--- src/rtl/instr_encoder.sv ---
// instr_encoder: packs a decoded instruction description into an RV32I machine
// word and streams the words into an instruction-memory load port. Every word
// goes to the next sequential address. Malformed requests are consumed, dropped
// and flagged with a sticky error that keeps the first error code.
module instr_encoder #(
  parameter int ADDR_W = 8
) (
  input  logic              clk,
  input  logic              reset,
  input  logic              start,
  input  logic              in_valid,
  output logic              in_ready,
  input  logic [3:0]        kind,
  input  logic [4:0]        rd,
  input  logic [4:0]        rs1,
  input  logic [4:0]        rs2,
  input  logic [2:0]        funct3,
  input  logic [6:0]        funct7,
  input  logic [31:0]       imm,
  output logic              out_valid,
  input  logic              out_ready,
  output logic [31:0]       out_instr,
  output logic [ADDR_W-1:0] out_addr,
  output logic              full,
  output logic              err,
  output logic [1:0]        err_code,
  output logic [ADDR_W:0]   count
);

  typedef enum logic [3:0] {
    K_LW    = 4'd0,
    K_SW    = 4'd1,
    K_R     = 4'd2,
    K_BR    = 4'd3,
    K_IALU  = 4'd4,
    K_JAL   = 4'd5,
    K_AUIPC = 4'd6,
    K_LUI   = 4'd7,
    K_JALR  = 4'd8
  } kind_e;

  typedef enum logic [1:0] {
    E_NONE  = 2'b00,
    E_RANGE = 2'b01,
    E_ALIGN = 2'b10,
    E_KIND  = 2'b11
  } err_e;

  localparam logic [6:0] OP_LOAD   = 7'b0000011;
  localparam logic [6:0] OP_STORE  = 7'b0100011;
  localparam logic [6:0] OP_R      = 7'b0110011;
  localparam logic [6:0] OP_BRANCH = 7'b1100011;
  localparam logic [6:0] OP_IALU   = 7'b0010011;
  localparam logic [6:0] OP_JAL    = 7'b1101111;
  localparam logic [6:0] OP_AUIPC  = 7'b0010111;
  localparam logic [6:0] OP_LUI    = 7'b0110111;
  localparam logic [6:0] OP_JALR   = 7'b1100111;

  logic [ADDR_W-1:0] ptr;
  logic [31:0]       word;
  err_e              code;
  logic              fits_i;
  logic              fits_b;
  logic              fits_j;
  logic              fits_sh;
  logic              is_shift;
  logic              accept;
  logic              xfer;
  logic              last;

  assign in_ready = !full && (!out_valid || out_ready) && !start;
  assign accept   = in_valid && in_ready;
  assign xfer     = out_valid && out_ready;
  assign last     = &ptr;

  // Signed range checks: the value fits when all bits above the field's sign bit
  // replicate it.
  always_comb begin
    fits_i   = (imm[31:11] == '0) || (imm[31:11] == '1);
    fits_b   = (imm[31:12] == '0) || (imm[31:12] == '1);
    fits_j   = (imm[31:20] == '0) || (imm[31:20] == '1);
    fits_sh  = (imm[31:5] == '0);
    is_shift = (funct3 == 3'b001) || (funct3 == 3'b101);
  end

  // Pack the request and classify it; unknown kind beats alignment beats range.
  always_comb begin
    word = '0;
    code = E_NONE;
    case (kind_e'(kind))
      K_LW: begin
        word = {imm[11:0], rs1, funct3, rd, OP_LOAD};
        if (!fits_i) code = E_RANGE;
      end
      K_SW: begin
        word = {imm[11:5], rs2, rs1, funct3, imm[4:0], OP_STORE};
        if (!fits_i) code = E_RANGE;
      end
      K_R: begin
        word = {funct7, rs2, rs1, funct3, rd, OP_R};
      end
      K_BR: begin
        word = {imm[12], imm[10:5], rs2, rs1, funct3, imm[4:1], imm[11], OP_BRANCH};
        if (imm[0])       code = E_ALIGN;
        else if (!fits_b) code = E_RANGE;
      end
      K_IALU: begin
        if (is_shift) begin
          word = {funct7, imm[4:0], rs1, funct3, rd, OP_IALU};
          if (!fits_sh) code = E_RANGE;
        end else begin
          word = {imm[11:0], rs1, funct3, rd, OP_IALU};
          if (!fits_i) code = E_RANGE;
        end
      end
      K_JAL: begin
        word = {imm[20], imm[10:1], imm[11], imm[19:12], rd, OP_JAL};
        if (imm[0])       code = E_ALIGN;
        else if (!fits_j) code = E_RANGE;
      end
      K_AUIPC: begin
        word = {imm[31:12], rd, OP_AUIPC};
        if (imm[11:0] != '0) code = E_RANGE;
      end
      K_LUI: begin
        word = {imm[31:12], rd, OP_LUI};
        if (imm[11:0] != '0) code = E_RANGE;
      end
      K_JALR: begin
        word = {imm[11:0], rs1, 3'b000, rd, OP_JALR};
        if (!fits_i) code = E_RANGE;
      end
      default: code = E_KIND;
    endcase
  end

  // Output register, write pointer, counters and sticky error.
  // The pointer always equals out_addr of the word being presented, so a word
  // accepted during a transfer takes ptr+1. If that transfer is of the last
  // address the memory is now full and the newly accepted word is dropped.
  always_ff @(posedge clk) begin
    if (reset || start) begin
      out_valid <= 1'b0;
      out_instr <= '0;
      out_addr  <= '0;
      ptr       <= '0;
      count     <= '0;
      full      <= 1'b0;
      err       <= 1'b0;
      err_code  <= E_NONE;
    end else begin
      if (xfer) begin
        out_valid <= 1'b0;
        count     <= count + (ADDR_W+1)'(1);
        if (last) full <= 1'b1;
        else      ptr  <= ptr + ADDR_W'(1);
      end
      if (accept) begin
        if (code != E_NONE) begin
          err <= 1'b1;
          if (!err) err_code <= code;
        end else if (!(xfer && last)) begin
          out_valid <= 1'b1;
          out_instr <= word;
          out_addr  <= xfer ? ptr + ADDR_W'(1) : ptr;
        end
      end
    end
  end

endmodule

--- config.mk ---
export PLATFORM = sky130hd
export DESIGN_NAME = instr_encoder
export DESIGN_NICKNAME = d
export VERILOG_FILES = /design/src/rtl/instr_encoder.sv
export SDC_FILE = /design/constraint.sdc
export NUM_CORES = 1
export LEC_CHECK = 0
export ABC_AREA = 0
export BUFFER_PORTS_ARGS = -buffer_cell sky130_fd_sc_hd__buf_4
export CORE_MARGIN = 8
export CORE_UTILIZATION = 51
export DETAILED_ROUTE_END_ITERATION = 16
export MAX_ROUTING_LAYER = met4
export PLACE_DENSITY = 0.79
export REMOVE_ABC_BUFFERS = 1
export SETUP_SLACK_MARGIN = 0.05
export SYNTH_ARGS = -nofsm -noshare
export SYNTH_HDL_FRONTEND = slang
export SYNTH_SLANG_ARGS = --single-unit
--- constraint.sdc ---
create_clock -name clk -period 2.2 [get_ports clk]
set_input_delay 0.22 -clock clk [delete_from_list [all_inputs] [get_ports clk]]
set_output_delay 0.22 -clock clk [all_outputs]
set_load 0.02 [all_outputs]
==> metrics.cfg <==
[placed_design]
dpl.hpwl_um = 8930
portBuffers = 120
dp.cells = 622
finalWeightedCongestion = 0.969
place_ws_ps = 42.8

[finish]
area_delta_synth_final_pct = 35.3
diodes = 0
instances_no_fill = 638
final_cell_mix = buf_4, dfxtp_1, a21oi_1
fin_nets = 605
utilization_pct = 71.7
fillCellCount = 550
final_common_cell = buf_4
drive_gt1_share_pct = 41.7

[power_and_ir_drop]
peakVddDrop_v = 0.000358
p_sw_share_pct = 27.5
p_seq_share_pct = 42.7
p_leak_nw = 1.88
p_sw_w = 0.000722
pwr-share-clk_pct = 40.1
powerDensity_nw_per_um2 = 535
internal_power_w = 0.00190
power_frac_comb_pct = 17.2

[clocking]
cts_root_buffer = clkbuf_8
cts_buffers = 9
cts.path.max_buffers = 2
htree_levels = 3
clk_latency_ps = 340
clkTransAtPathRegs_ps = 70
cts_hold_buffers = 0
post_cts_buffers = 0
cts_tree = yes
cts_sinks = 61

[drt]
drt-wirelength-per-cell_um = 18.4
first_pass_iters = 6
first_iter_violations = 284
postRouteAntennaNets = 0
num_vias = 3823
wirelength_um = 11800
vias_per_cell = 5.99
drcViolationCount = 0

[worst_setup_path]
cp.required_ps = 2470
crit_type = flop to flop
crit_family = compound AO/OA/AOI/OAI gates
crit_buf_inv = 1
critPathArrivalTime_ps = 2330
slowest_stage = dfxtp_1
r2r_slack_ps = 140
crit_fanout = 13
critPathMaxStageDelay_ps = 360
path_cells = ha_1 > nand4_1 > nor3_2 > a211oi_2 > o211a_1 > buf_4 > a21oi_1 > a211oi_2
end_kind = flop
start_kind = flop
crit_path_frequent_cell = a211oi_2

[status]
status = complete, no violations

[floorplan]
initial_core_util_pct = 53.0
ios = 121
coreArea_um2 = 6830
die_y_um = 100
placementRows = 30
dieArea_um2 = 10100
die_x_um = 100

[sta]
hold_viol_final = 0
fin_crit_sh_pct = 93.7
worst_slew_pin_slew_ps = 755
slew_headroom_pct = 49.5
max_freq_mhz = 485
rsz0062_at_grt = true
hold_slack_ps = 230
setup_slack_ps = 138
slew_viol_final = 0
finalSetupViolations = 0
finClkSkew_ps = 8.16
fin_setup_tns_ps = 0
fin_crit_ps = 2060

[synthesis]
synth.top_cells.by_area = dfxtp_1, a211oi_2, a21oi_1
synth-seq-cells = 61
synth.distinct_cells = 58
yosys_most_used_dff = dfxtp_1
synth_sequential_area_ratio_pct = 33.7
synthCells = 406
async_flop_share_pct = 0
synth-edff-count = 0
synth_top_area_cell = dfxtp_1
syn_avg_cell_area_um2 = 8.92
syn_area_um2 = 3620
yosysWarnings = 0
yosysTopAreaCellShare_pct = 33.7

[run]
maxCapViolations = 0

[min_path]
min_path_type = primary input to flop

[global_route]
antenna_found_initial = 0
grt_max_degree = 24
grt_first_pass_wirelength_um = 18900
track_usage_pct = 23.7
overflow = 0
grt_pass1_vias = 3935

## synth_stat cells (2+ instances only)
master and n:
dfxtp_1 61, a21oi_1 44, nor2_1 31, a211oi_2 29, nand2_1 22, o21ai_0 21, a22oi_1 16, buf_6 11
clkbuf_1 11, nand4_1 11, a21oi_2 10, nor4_1 10, nor3_1 9, xnor2_1 8, inv_1 7, nand3_1 7
a211oi_1 6, a222oi_1 6, xor2_1 6, a31oi_1 5, and2_1 4, and3_1 4, buf_1 4, mux2_2 4
mux2i_1 4, o211ai_1 4, o21a_1 4, or3_1 4, a21o_1 3, nand2b_1 3, o41ai_2 3, a31o_2 2
buf_2 2, buf_4 2, ha_1 2, nor2b_1 2, o32a_1 2, o32ai_1 2
## state kept, by name (all words and copies together) (netlist names)
name and count:
count 9, out_addr 8, full 1, out_valid 1
err_code 2, err 1, ptr 8, out_instr 31
## through the flow
stage	power (W)	area (um2)
2_1_floorplan	0.00135	3400
3_3_place_gp	0.00158	4680
3_5_place_dp	0.00159	4680
4_1_cts	0.00264	4900
5_1_grt	0.00273	4900
6_report	0.00262	4900
## logic make-up after synthesis
kind of cell | Yosys count | share of synthesized area [%]
compound gates | 167 | 36.4
buf+inv | 39 | 6.91
flops | 61 | 33.7
fa+ha+maj | 2 | 0.691
xor+xnor | 14 | 3.39
simple gates | 115 | 16.5
mux | 8 | 2.35
## final cells by class
| cell class | count | area (um2) | area share, % |
|---|---|---|---|
| flip-flops and latches | 61 | 1220 | 24.9 |
| repair buffers | 151 | 1160 | 23.6 |
| clock buffers | 11 | 151 | 3.09 |
| multi-input cells | 306 | 2160 | 44.1 |
| well taps | 96 | 120 | 2.45 |
| clock inverters | 5 | 58.8 | 1.20 |
| inverters | 8 | 30.0 | 0.613 |
## path summary, 6_finish.rpt
kind	start	end	depth (start not counted)
min reg2reg	err_code[0]	err_code[0]	2
max	ptr[0]	out_instr[16]	8
max reg2reg	ptr[0]	out_instr[16]	8
min	funct3[2]	out_instr[14]	3
## routing by layer
metal | vias to the layer above | track usage [%] | wire length [um]
li1 | 1816 | - | -
met1 | 1810 | 26.1 | 4820
met2 | 179 | 39.0 | 5640
met3 | 18 | 7.68 | 1130
met4 | 0 | 8.84 | 177
met5 | - | - | 0
## tightest hold or removal path, cell delays in order
cell and delay [ps]:
buf_4 80, mux2i_1 70, o41ai_2 180
## power groups by stage
stage | clock network, W | logic [W] | registers [W]
after detailed placement | 0 | 0.000442 | 0.00115
after floorplan | 0 | 0.000190 | 0.00116
after global routing | 0.00113 | 0.000483 | 0.00112
final | 0.00105 | 0.000451 | 0.00112
after global placement | 0 | 0.000431 | 0.00115
after CTS | 0.00107 | 0.000446 | 0.00112
## timing repair
item	in CTS	in global routing
endpoints found under the setup margin	1	14
resized for setup	1	1
endpoints found under the hold margin	0	0
Power figures use the tool's default switching activity.
